==> src/rtl/fsm_seq_ctrl.sv <==
// rtl/fsm_seq_ctrl.sv - word-to-serial sequencer that counts detector hits
//
// Purpose:
//   Accepts a WIDTH-bit word and shifts it MSB first into an external
//   detector FSM, one bit per cycle. It then allows one drain cycle so the
//   detector's registered output can catch up. Every detector hit is counted
//   and the count is presented with a valid/ready handshake.
//   The detector is held in reset whenever no word is in flight, so no
//   detection can be carried from one word into the next.
//
// Ports:
//   clk        in   clock, rising edge
//   rst        in   synchronous active-high reset
//   in_valid   in   in_word valid
//   in_ready   out  controller accepts a word (IDLE only)
//   in_word    in   WIDTH-bit word, shifted out MSB first
//   det_rst    out  synchronous reset to the detector FSM
//   det_inp    out  serial bit to the detector FSM
//   det_out    in   registered detector output (one cycle behind det_inp)
//   out_valid  out  out_count is valid
//   out_ready  in   consumer takes the result
//   out_count  out  detections in the word (0 while out_valid=0)
//   busy       out  high in every state except IDLE
//
// Configuration:
//   COUNT_SAT_EN  defined: the count saturates at 2^CW-1
//                 undefined: the count wraps modulo 2^CW

module fsm_seq_ctrl #(
  parameter int WIDTH = 8,
  parameter int CW    = 4
) (
  input  logic             clk,
  input  logic             rst,
  input  logic             in_valid,
  output logic             in_ready,
  input  logic [WIDTH-1:0] in_word,
  output logic             det_rst,
  output logic             det_inp,
  input  logic             det_out,
  output logic             out_valid,
  input  logic             out_ready,
  output logic [CW-1:0]    out_count,
  output logic             busy
);

  localparam logic [1:0] S_IDLE  = 2'd0;
  localparam logic [1:0] S_SHIFT = 2'd1;
  localparam logic [1:0] S_DRAIN = 2'd2;
  localparam logic [1:0] S_DONE  = 2'd3;

  localparam int             IW       = (WIDTH > 2) ? $clog2(WIDTH) : 1;
  localparam logic [IW-1:0]  LAST_IDX = IW'(WIDTH - 1);
  localparam logic [CW-1:0]  CNT_MAX  = '1;

  logic [1:0]       r_state;
  logic [WIDTH-1:0] r_shift;
  logic [IW-1:0]    r_idx;
  logic [CW-1:0]    r_count;

  logic             w_sample;
  logic [CW-1:0]    w_count_nxt;

  // det_out in SHIFT cycle 0 still reflects the reset state of the detector,
  // so it is skipped; the drain cycle carries the result of the last bit.
  assign w_sample = det_out &
                    (((r_state == S_SHIFT) && (r_idx != '0)) || (r_state == S_DRAIN));

`ifdef COUNT_SAT_EN
  assign w_count_nxt = (r_count == CNT_MAX) ? r_count : r_count + CW'(1);
`else
  assign w_count_nxt = r_count + CW'(1);
`endif

  always_ff @(posedge clk) begin
    if (rst) begin
      r_state <= S_IDLE;
      r_shift <= '0;
      r_idx   <= '0;
      r_count <= '0;
    end else begin
      case (r_state)
        S_IDLE: begin
          if (in_valid) begin
            r_shift <= in_word;
            r_idx   <= '0;
            r_count <= '0;
            r_state <= S_SHIFT;
          end
        end
        S_SHIFT: begin
          r_shift <= {r_shift[WIDTH-2:0], 1'b0};
          if (w_sample) begin
            r_count <= w_count_nxt;
          end
          if (r_idx == LAST_IDX) begin
            r_state <= S_DRAIN;
          end else begin
            r_idx <= r_idx + IW'(1);
          end
        end
        S_DRAIN: begin
          if (w_sample) begin
            r_count <= w_count_nxt;
          end
          r_state <= S_DONE;
        end
        S_DONE: begin
          // No bypass to a new word here: the next acceptance happens in IDLE.
          if (out_ready) begin
            r_count <= '0;
            r_state <= S_IDLE;
          end
        end
        default: begin
          r_state <= S_IDLE;
        end
      endcase
    end
  end

  assign in_ready  = (r_state == S_IDLE);
  assign busy      = (r_state != S_IDLE);
  assign out_valid = (r_state == S_DONE);
  assign out_count = out_valid ? r_count : '0;

  // rst reaches det_rst combinationally so the detector is cleared on the
  // same edge as the controller.
  assign det_rst = rst | (r_state == S_IDLE) | (r_state == S_DONE);
  assign det_inp = ~rst & (r_state == S_SHIFT) & r_shift[WIDTH-1];

endmodule
==> config.mk <==
export PLATFORM = sky130hd
export DESIGN_NAME = fsm_seq_ctrl
export DESIGN_NICKNAME = d
export VERILOG_FILES = /design/src/rtl/fsm_seq_ctrl.sv
export SDC_FILE = /design/constraint.sdc
export NUM_CORES = 1
export LEC_CHECK = 0
export BUFFER_PORTS_ARGS = -buffer_cell sky130_fd_sc_hd__buf_2
export CELL_PAD_IN_SITES_DETAIL_PLACEMENT = 1
export CELL_PAD_IN_SITES_GLOBAL_PLACEMENT = 2
export CORE_MARGIN = 10
export CORE_UTILIZATION = 28
export CTS_CLUSTER_SIZE = 30
export DETAILED_ROUTE_END_ITERATION = 6
export HOLD_SLACK_MARGIN = 0.08
export PLACE_DENSITY = 0.78
export SKIP_CTS_REPAIR_TIMING = 1
export SLEW_MARGIN = 20
export SYNTH_ARGS = -nofsm -noshare
export SYNTH_HDL_FRONTEND = slang
export SYNTH_SLANG_ARGS = --single-unit
==> constraint.sdc <==
create_clock -name clk -period 1.9 [get_ports clk]
set_input_delay 0.095 -clock clk [delete_from_list [all_inputs] [get_ports clk]]
set_output_delay 0.095 -clock clk [all_outputs]
set_load 0.05 [all_outputs]
======== Yosys cells after proc, flatten, opt, wreduce, memory -nomap -nowiden ========
Cells that the tools add are included.
word-level totals
  output and inout port bits .............. 9
  logic and storage cells ................. 46
  input bits .............................. 13
  register bits ........................... 17
cells by class
  muxes and demuxes ....................... 14
  reduce and logical (&&, ||, !) cells .... 11
  eq/ne operators ......................... 9
  bitwise operators ....................... 6
  add/sub/neg operators ................... 2
operators by type and width
  operator               count
  $mux W4                4
  $pmux W8 S2            1
  $pmux W4 S3            1
  $reduce_and A3 Y1      3
  $mux W8                1
  $pmux W2 S4            1
  $mux W2                3
  $mux W3                2
  $ne A2 B1 Y1 const B   3
  $pmux W3 S2            1
  $add A4 B1 Y4 const B  1
  $eq A2 B2 Y1 const B   2
  $ne A2 B2 Y1 const B   2
  $reduce_bool A2 Y1     2
  $add A3 B1 Y3 const B  1
  $and A1 B1 Y1          3
  $eq A3 B3 Y1 const B   1
  $reduce_bool A3 Y1     1
  $eq A2 B1 Y1 const B   1
  $logic_not A2 Y1       1
  $or A1 B1 Y1           2
  $reduce_and A2 Y1      1
  $reduce_or A2 Y1       1
  $logic_and A1 B1 Y1    1
  2 further kinds        2

======== Logic depth before layout (Yosys ltp) ========
Gate-level depths: netlist of run 1.
  word-level depth ........................ 6
  gate-level depth with buffers ........... 8
  mapped depth without buffers ............ 6

======== Worst setup path before layout of run 1 ========
OpenSTA, ideal clock, no wires.
  kind .................................... flip-flop to flip-flop
  start ................................... register r_state[0]
  end ..................................... register r_count[2]
  arrival time ............................ 1.984 ns
  period minus slack after synthesis ...... 2.054 ns
  cell stages (with the launch flop) ...... 7
  setup slack ............................. -0.154 ns
  required time ........................... 1.830 ns
  setup time .............................. 0.070 ns
  path buffers ............................ 0
  cells stage by stage .................... dfxtp_1 > inv_1 > ha_1 > nor2b_4 > a211o_4 > or4_1 > a21oi_1
between the ends
  elaborated cells between the ends (all ways) .. 13
  those cells by class .................... 6 x eq/ne; 1 x mux; 1 x bitwise; 5 x reduce/logical
RTL lines
  what                         RTL line  source
  start: declaration           56        logic [1:0] r_state;
  start signal: assignment     77        r_state <= S_IDLE;
  start signal: assignment     88        r_state <= S_SHIFT;
  start signal: assignment     97        r_state <= S_DRAIN;
  $logic_not A2 Y1 *           n/a
  via in_ready                 36        output logic in_ready,
  $ne A2 B2 Y1 (no line)       n/a
  $reduce_and A3 Y1 (no line)  n/a
  end signal: assignment       94        r_count <= w_count_nxt;
  end signal: assignment       104       r_count <= w_count_nxt;
  end: declaration             59        logic [CW-1:0] r_count;
Mark *: on every way through the listed nets, which the timed path passes. The rest lies on a longest branch.
A chain may end at the register's enable or synchronous reset.

======== Worst setup path after layout of run 1 ========
  start ................................... register r_state[0]
  end ..................................... register r_count[2]
between the ends
  cells in the longest elaborated chain, start to end .. 6
  elaborated cells between the ends (all ways) .. 13
  those cells by class .................... 6 x eq/ne; 1 x mux; 1 x bitwise; 5 x reduce/logical
ends and longest elaborated chain
  what                         RTL line  source
  $eq A2 B1 Y1                 67, 82
  $logic_and A1 B1 Y1          67        (((r_state == S_SHIFT) && (r_idx != '0)) || (r_state == S_DRAIN));
  $logic_or A1 B1 Y1           67
  $and A1 B1 Y1                66        assign w_sample = det_out &
  $ne A2 B1 Y1 (no line)       n/a
  $reduce_and A3 Y1 (no line)  n/a
Parallel ways exist; a longest one is shown, timed or not.

==> results by group, run 1 <==
Worst setup path
  • Worst-path cell chain: buf_4 > ha_2 > nor2b_1 > a211o_4 > or4_4 > a21oi_2
  • Crit end category: register
  • Worst R2R Setup Slack: 0.08 ns
  • Reg2reg start: r_state[0]$_SDFFE_PP0P_
  • Worst Path Max Fanout: 8
  • Critical path buffers and inverters: 1
  • Max stage delay on crit path: 0.49 ns
  • Worst R2R Path Depth: 6
  • Slowest-stage cell, CP: or4_4
  • Cell family with most CP delay: simple AND/OR/NAND/NOR gates
  • R2R Path End: r_count[2]$_SDFFE_PP0P_
  • Critical path type: register to register
  • Worst setup path start: r_state[0]$_SDFFE_PP0P_
  • CP startpoint kind: register
  • Crit path depth: 6
  • Crit path DAT: 2.06 ns
  • WP data required: 2.14 ns

Logic synthesis
  • Adder-cell share of the synthesized area: 11.1%
  • Area of the mapped netlist: 1010 sq um
  • Synth Area in Compound Gates: 18.7%
  • Post-Synth XOR/XNOR Area: 0%
  • Largest family of logic cells by synthesized area: simple AND/OR/NAND/NOR gates
  • Mapped Nets: 141
  • Post-Synthesis Cells: 119
  • Yosys cell types: 30
  • Fraction of registers with async set/reset: 0%
  • Mean Syn Cell Area: 8.50 sq um
  • Multiplexer area fraction after synthesis: 7.92%
  • Synth Flop Type: dfxtp_1
  • Number of flops mapped to enable cells by yosys: 0
  • Post-Synth Simple-Gate Area: 23.0%
  • Ys Warns: 0
  • Post-synthesis sequential area ratio: 33.7%
  • Seq cells post-synth: 17

Power
  • Cell area power density: 1660 nW/um^2
  • Cell leakage power: 0.561 nW
  • VDD IR max: 0.380 mV
  • Overall Power: 2.12 mW

Clock network
  • CTS Buf Count: 3
  • H-tree depth: 1
  • CTS tree: built
  • Clk buf depth: 2
  • Later-pin clock latency in the skew report: 0.29 ns
  • Clk root buf: clkbuf_4
  • Worst-path clk slew: 0.11 ns
  • Clock Sinks: 17

Hold path
  • Hold Crit Depth: 3
  • Min-Delay Path Class: input port to register
  • Hold Crit Start: in_word[5]
  • WHS Endpoint: r_shift[5]$_SDFFE_PP0P_

Floorplan
  • DIE AREA: 6410 sq um
  • Initial Util: 29.6%
  • Chip width: 80.1 um
  • Rows: 21
  • Number of top-level pins: 22
  • Die Y: 80.1 um
  • Std-Cell Core Area: 3420 sq um

STA
  • Final Setup Violations: 0
  • Slew Limit Headroom: 68.2%
  • Fin crit share: 95.9%
  • Max Fclk: 549 MHz
  • Hold Vio Cnt, Final: 0
  • Worst-Margin Slew: 0.474 ns
  • RSZ-0062 raised after global routing: no
  • Min cycle time layout: 1.82 ns
  • Min Hold Slack: 0.117 ns
  • Clock Skews: 0.00285 ns
  • Fin. max-slew vios: 0

Detailed routing
  • # DRC: 0
  • DR iter-0 viols: 32
  • Wire length per cell: 12.8 um
  • Via Count: 923
  • DRT Wirelength: 2490 um
  • Vias/cell: 4.76
  • DRT Pass-1 Iters: 4
  • Final ANT Viol Nets: 0

Place
  • Placer Congestion: 0.784
  • Detailed placer's ending HPWL: 1950 um
  • # port buffers: 21

GRT
  • GRT Util Overall: 7.75%
  • Largest net degree at the start of global routing: 16
  • Total grt overflow: 0
  • Global-route wire length before repair: 4110 um
  • Vias in the first global route: 922
  • Antenna violations before repair: 0

Cells and area
  • Commonest non-fill, non-tap cell in the layout: buf_2
  • Antenna Cells: 0
  • Synthesis-to-layout area growth: 26.5%
  • Most frequent cells in the layout: buf_2, nor2_1, dfxtp_1
  • Layout cells sized above 1: 31.8%
  • Final net count: 171
  • Fillers: 426

Outcome
  • Status: complete, no violations

Flow run
  • Max cap viols: 0
worst reg2reg max path, stage by stage (launching register included):
cell and delay, ns:
dfxtp_2 0.34, buf_4 0.14, ha_2 0.21, nor2b_1 0.16, a211o_4 0.30, or4_4 0.49
a21oi_2 0.13
cell type report:
class	instances	area, sq um	area share (%)
clock buffer	3	22.5	1.76
clock inverter	1	5.00	0.391
inverter	9	33.8	2.64
multi-input combinational	88	639	50.0
sequential	17	343	26.8
tap	46	57.6	4.50
timing repair buffer	30	178	13.9
kinds of logic (layout without fill, tap and decap cells):
family                     after synthesis  after routing
adders and majority gates                9              9
buffers and inverters                   14             43
and+or+nand+nor                         44             44
DFF                                     17             17
AOI/OAI and AO/OA                       27             27
muxes                                    8              8
stage by stage:
stage                     TNS (ns)  area (sq um)  utilization (%)  instances  setup slack [ns]
final                            0          1280             37.4        194            0.0784
after global routing             0          1280             37.4        194          0.000309
after CTS                 -0.00496          1240             36.2        192          -0.00496
after detailed placement         0          1210             35.4        188            0.0177
after global placement           0          1210             35.4        188            0.0845
after floorplan                  0          1020                -        119           0.00346
report_power, final:
| group | switching, mW | internal [mW] | leakage, nW |
|---|---|---|---|
| clock | 0.130 | 0.0783 | 0.0177 |
| sequential | 0.0741 | 0.471 | 0.140 |
| combinational | 0.819 | 0.549 | 0.403 |
| total | 1.02 | 1.10 | 0.561 |
cell usage after synthesis (2+ instances only):
cell type	n	share of area, %
dfxtp_1	17	34
nor2_1	16	5.9
a211oi_1	9	6.7
ha_1	9	11
inv_1	9	3.3
mux2i_1	8	7.9
a21oi_1	7	3.5
nand2_1	7	2.6
and2_1	6	3.7
buf_2	3	1.5
o21ai_0	3	1.5
o31ai_1	3	2.2
clkbuf_1	2	0.74
nor2b_1	2	1.2
nor3_1	2	0.99
or4_1	2	1.5
routing by layer:
metal	wire length (um)	track usage, %	part of all wire, %	vias up
met5	0	0	0	-
li1	-	-	-	471
met3	144	3.01	5.8	2
met4	14	2.11	0.56	0
met1	1150	8.92	46	434
met2	1180	13.0	47	16
worst max-delay path by stage:
| stage | to | slack (ns) |
|---|---|---|
| finish | r_count[2]$_SDFFE_PP0P_ | 0.08 |
| global route | r_count[2]$_SDFFE_PP0P_ | 0.0003 |
| detailed placement | r_count[2]$_SDFFE_PP0P_ | 0.02 |
| CTS | r_count[2]$_SDFFE_PP0P_ | -0.005 |
| global placement | r_count[2]$_SDFFE_PP0P_ | 0.08 |
| floorplan | r_count[2]$_SDFFE_PP0P_ | 0.003 |
flip-flops by register name, indices dropped and copies added (netlist names):
name,cells
r_shift,8
r_count,4
r_idx,3
r_state,2
(Power assumes the default switching activity.)
==> inputs of run 2 (changes only) <==
- MAX_ROUTING_LAYER: not set -> met4
==> run 2 against run 1 <==
Compared with the run above:
- worst setup slack improved by 0.00052 ns
- global-route usage is 0.22 points higher
- via count rose by 0.33%
- core utilization unchanged
- sequential cell count unchanged
- combinational power about the same
- cell count unchanged
- largest cell class unchanged
- largest power group unchanged
==> results by group, run 2 (same netlist as run 1, synthesis figures left out) <==
Cells and area
  • Layout cells sized above 1: 31.8%
  • Max FFs per register: 8
  • Final net count: 171
  • Fin cells: 194
  • Top reg by flops: r_shift
  • Commonest non-fill, non-tap cell in the layout: buf_2
  • Antenna Cells: 0
  • Synthesis-to-layout area growth: 26.5%
  • Final Core Density: 37.4%
  • Biggest regs: r_shift (8), r_count (4), r_idx (3)
  • Most frequent cells in the layout: buf_2, nor2_1, dfxtp_1

GRT
  • Met2 capacity usage during global routing: 13.0%
  • Total grt overflow: 0
  • Global route hottest layer: met2
  • Met3 GRT Util: 2.78%
  • Global Route met1 Usage: 9.05%
  • Global-route wire length before repair: 4110 um
  • Largest net degree at the start of global routing: 16
  • Vias in the first global route: 924
  • GRT Util Overall: 7.97%
  • Antenna violations before repair: 0

STA
  • Min Hold Slack: 0.117 ns
  • Final Setup Violations: 0
  • Clock Skews: 0.00302 ns
  • RSZ-0062 raised after global routing: no
  • Slew Limit Headroom: 68.2%
  • Final setup margin: 0.0790 ns
  • Max Fclk: 549 MHz
  • Min cycle time layout: 1.82 ns
  • Worst-Margin Slew: 0.474 ns
  • Fin crit share: 95.8%
  • Hold Vio Cnt, Final: 0
  • Fin. max-slew vios: 0

Place
  • Place WS: 0.0177 ns
  • Placer Congestion: 0.795
  • Post-Place Cells: 188
  • Detailed placer's ending HPWL: 1950 um
  • # port buffers: 21

Clock network
  • CTS Buf Count: 3
  • Later-pin clock latency in the skew report: 0.29 ns
  • Clk buf depth: 2
  • Clock Sinks: 17
  • H-tree depth: 1
  • CTS tree: built
  • Worst-path clk slew: 0.11 ns
  • Clk root buf: clkbuf_4

Detailed routing
  • Wire length per cell: 12.8 um
  • Vias/cell: 4.77
  • DR iter-0 viols: 31
  • # DRC: 0
  • DRT Pass-1 Iters: 4
  • Final ANT Viol Nets: 0
  • Via Count: 926
  • DRT Wirelength: 2480 um

Power
  • Cell area power density: 1660 nW/um^2
  • Flop pwr share: 25.7%
  • Gate power share: 64.5%
  • Overall Power: 2.12 mW
  • VDD IR max: 0.380 mV
  • Cell leakage power: 0.561 nW
  • Net Switching: 1.02 mW
  • Sw frac: 48.2%
  • Clock power share: 9.8%
  • Cell-internal power: 1.10 mW

Worst setup path
  • Worst R2R Setup Slack: 0.08 ns
  • R2R Path End: r_count[2]$_SDFFE_PP0P_
  • WP data required: 2.14 ns
  • CP startpoint kind: register
  • Crit path DAT: 2.06 ns
  • Worst Path Max Fanout: 8
  • Reg2reg start: r_state[0]$_SDFFE_PP0P_
  • Worst R2R Path Depth: 6
  • Critical path type: register to register
  • Crit end category: register

Floorplan
  • DIE AREA: 6410 sq um
  • Rows: 21
  • Std-Cell Core Area: 3420 sq um
  • Die Y: 80.1 um
  • Number of top-level pins: 22
  • Chip width: 80.1 um
  • Initial Util: 29.6%

Outcome
  • Status: complete, no violations

Hold path
  • WHS Endpoint: r_shift[5]$_SDFFE_PP0P_
  • Hold Crit Depth: 3
  • Min-Delay Path Class: input port to register
  • Hold Crit Start: in_word[5]

Flow run
  • Max cap viols: 0
[run 2: cell counts in the layout (fill, tap and decap cells not counted)]
Identical to the previous run, type by type.
[run 2: how the worst max path moves through the flow]
stage | start | endpoint | slack [ns]
after floorplan | r_state[0]$_SDFFE_PP0P_ | r_count[2]$_SDFFE_PP0P_ | 0.003
final | r_state[0]$_SDFFE_PP0P_ | r_count[2]$_SDFFE_PP0P_ | 0.08
after detailed placement | r_state[1]$_SDFFE_PP0P_ | r_count[2]$_SDFFE_PP0P_ | 0.02
after global routing | r_state[0]$_SDFFE_PP0P_ | r_count[2]$_SDFFE_PP0P_ | 0.0005
after global placement | r_state[1]$_SDFFE_PP0P_ | r_count[2]$_SDFFE_PP0P_ | 0.08
after CTS | r_state[1]$_SDFFE_PP0P_ | r_count[2]$_SDFFE_PP0P_ | -0.005
[run 2: stage by stage]
step                      setup TNS (ns)  cell area, sq um
after detailed placement               0              1210
after CTS                       -0.00496              1240
after global routing                   0              1280
final                                  0              1280
after global placement                 0              1210
after floorplan                        0              1020
[run 2: power by group through the flow]
stage               clock (mW)  sequential, mW  combinational (mW)
detailed placement           0           0.546                1.34
floorplan                    0           0.532               0.989
finish                   0.208           0.545                1.37
global route             0.234           0.561                1.53
CTS                      0.219           0.538                1.34
global placement             0           0.538                1.30
[run 2: cell type report]
class	count	area (sq um)
clock buffers	3	22.5
clock inverters	1	5.00
fillers	426	2140
inverters	9	33.8
multi-input cells	88	639
flip-flops and latches	17	343
well taps	46	57.6
repair buffers	30	178
[run 2: metal layers]
layer,wire length [um],share of wire (%)
met5,0,0
met4,14,0.57
met3,131,5.3
met1,1140,46
met2,1190,48
[run 2: worst max-delay path, stage by stage, from the launching register on]
cell and delay [ns]:
dfxtp_2 0.34, buf_4 0.14, ha_2 0.21, nor2b_1 0.16, a211o_4 0.30, or4_4 0.49
a21oi_2 0.13
==> inputs of run 3 (changes only) <==
- CORE_UTILIZATION: 28 -> 30
- CTS_BUF_LIST: not set -> sky130_fd_sc_hd__clkbuf_8
- PLACE_DENSITY: 0.78 -> 0.79
- clock period: 1.9 -> 2.15 ns (I/O delays scaled with it)
==> run 3 against run 2 <==
Compared with the run above:
- global-route usage up 1.2 points
- critical path type unchanged
- clock-buffer cell count unchanged
- total power fell by 12%
- largest power group unchanged
- non-clock buffer count fell by 5
- sequential power shrank 12%
- largest cell class unchanged
- sequential share of layout area increased by 0.92 points
- cell area down 4.0%
- via count is 0.76% lower
- cell count fell by 2.6%
- worst setup slack improved by 0.12 ns
- worst hold slack better by 0.0042 ns
==> results by group, run 3 (same netlist as run 1, synthesis figures left out) <==
Outcome
  • Status: complete, no violations

Clock network
  • CTS Buf Count: 3
  • Worst-path clk slew: 0.07 ns
  • Clk root buf: clkbuf_8
  • Clock Sinks: 17
  • H-tree depth: 1
  • Later-pin clock latency in the skew report: 0.26 ns
  • CTS tree: built
  • Clk buf depth: 2

Cells and area
  • Biggest regs: r_shift (8), r_count (4), r_idx (3)
  • Register area: 340 sq um
  • Layout cells sized above 1: 24.5%
  • Commonest non-fill, non-tap cell in the layout: buf_2
  • Final non-filler cell area: 1230 sq um
  • Fillers: 416
  • Max FFs per register: 8
  • Top reg by flops: r_shift
  • Antenna Cells: 0
  • Final Core Density: 37.4%
  • Final net count: 166
  • Synthesis-to-layout area growth: 21.4%
  • Fin cells: 189
  • Most frequent cells in the layout: buf_2, dfxtp_1, nor2_1
  • Multi-input logic area: 614 sq um

STA
  • Hold Vio Cnt, Final: 0
  • RSZ-0062 raised after global routing: no
  • Final Setup Violations: 0
  • Fin crit share: 90.6%
  • Min Hold Slack: 0.121 ns
  • Worst-Margin Slew: 0.422 ns
  • Clock Skews: 0.00208 ns
  • Slew Limit Headroom: 71.7%
  • Post-Route Setup TNS: 0 ns
  • Fin. max-slew vios: 0
  • Min cycle time layout: 1.95 ns
  • Max Fclk: 514 MHz

Power
  • Flop pwr share: 25.9%
  • Clock power share: 13.4%
  • Net Switching: 0.888 mW
  • Gate power share: 60.8%
  • Cell leakage power: 0.546 nW
  • Sw frac: 47.7%
  • Cell area power density: 1520 nW/um^2
  • Cell-internal power: 0.972 mW
  • VDD IR max: 0.479 mV

Detailed routing
  • Via Count: 919
  • Vias/cell: 4.86
  • DR iter-0 viols: 13
  • DRT Wirelength: 2570 um
  • Final ANT Viol Nets: 0
  • Wire length per cell: 13.6 um
  • DRT Pass-1 Iters: 2
  • # DRC: 0

Hold path
  • Hold Crit Depth: 3
  • WHS Endpoint: r_shift[0]$_SDFFE_PP0P_
  • Min-Delay Path Class: input port to register
  • Hold Crit Start: in_word[0]

Worst setup path
  • Worst R2R Setup Slack: 0.20 ns
  • Crit path DAT: 2.14 ns
  • WP data required: 2.34 ns
  • Crit end category: register
  • CP startpoint kind: register
  • Reg2reg start: r_state[0]$_SDFFE_PP0P_
  • Critical path type: register to register
  • R2R Path End: r_count[2]$_SDFFE_PP0P_
  • Worst R2R Path Depth: 6
  • Worst Path Max Fanout: 8

Floorplan
  • Number of top-level pins: 22
  • Die Y: 78.1 um
  • Initial Util: 30.8%
  • Std-Cell Core Area: 3280 sq um
  • DIE AREA: 6090 sq um
  • Rows: 21
  • Chip width: 78.1 um

Flow run
  • Max cap viols: 0

GRT
  • Total grt overflow: 0
  • Vias in the first global route: 1022
  • Global-route wire length before repair: 4490 um
  • GRT Util Overall: 9.15%
  • Antenna violations before repair: 0
  • Largest net degree at the start of global routing: 20

Place
  • # port buffers: 21
  • Placer Congestion: 0.683
  • Post-Place Cells: 185
  • Placement Cell Area: 1180 sq um
  • Detailed placer's ending HPWL: 2030 um
run 3: cell count changes in the layout (fill, tap and decap cells not counted), sizes merged:
cell,delta
buf,-3
dlygate4sd3,-2
run 3: final cells by class:
cell class,instances,share of cell area [%]
timing repair buffer,25,11.0
multi-input combinational,88,50.1
inverter,9,2.75
sequential,17,27.7
clock buffer,3,3.36
tap,46,4.69
clock inverter,1,0.408
run 3: metal layers:
layer,routed length [um],up-vias,track usage [%]
met5,0,-,-
met4,51,0,4.84
met3,130,6,2.62
met2,1270,20,16.0
met1,1110,432,9.05
li1,-,461,-
run 3: worst max path at each step:
stage,depth (start not counted),startpoint,slack (ns),endpoint
after floorplan,6,r_state[0]$_SDFFE_PP0P_,0.1,r_count[2]$_SDFFE_PP0P_
after global placement,6,r_state[0]$_SDFFE_PP0P_,0.30,r_count[2]$_SDFFE_PP0P_
after detailed placement,6,r_state[0]$_SDFFE_PP0P_,0.21,r_count[3]$_SDFFE_PP0P_
after CTS,6,r_state[0]$_SDFFE_PP0P_,0.19,r_count[2]$_SDFFE_PP0P_
after global routing,6,r_state[1]$_SDFFE_PP0P_,0.09,r_count[2]$_SDFFE_PP0P_
final,6,r_state[0]$_SDFFE_PP0P_,0.20,r_count[2]$_SDFFE_PP0P_
run 3: power by group through the flow:
stage	clock network (mW)	registers, mW	logic [mW]
after floorplan	0	0.469	0.866
after global placement	0	0.484	1.11
after detailed placement	0	0.490	1.15
after CTS	0.263	0.483	1.16
after global routing	0.273	0.496	1.28
final	0.248	0.481	1.13
run 3: worst max-delay path: stages (launching register included):
cell and delay, ns:
dfxtp_1 0.39, inv_1 0.10, ha_1 0.26, nor2b_4 0.17
a211o_4 0.34, or4_1 0.48, a21oi_1 0.15
run 3: stage by stage:
stage / power [mW] / setup WS, ns
floorplan: 1.34 / 0.0959
finish: 1.86 / 0.203
detailed placement: 1.64 / 0.210
global route: 2.05 / 0.0894
global placement: 1.60 / 0.295
CTS: 1.90 / 0.189
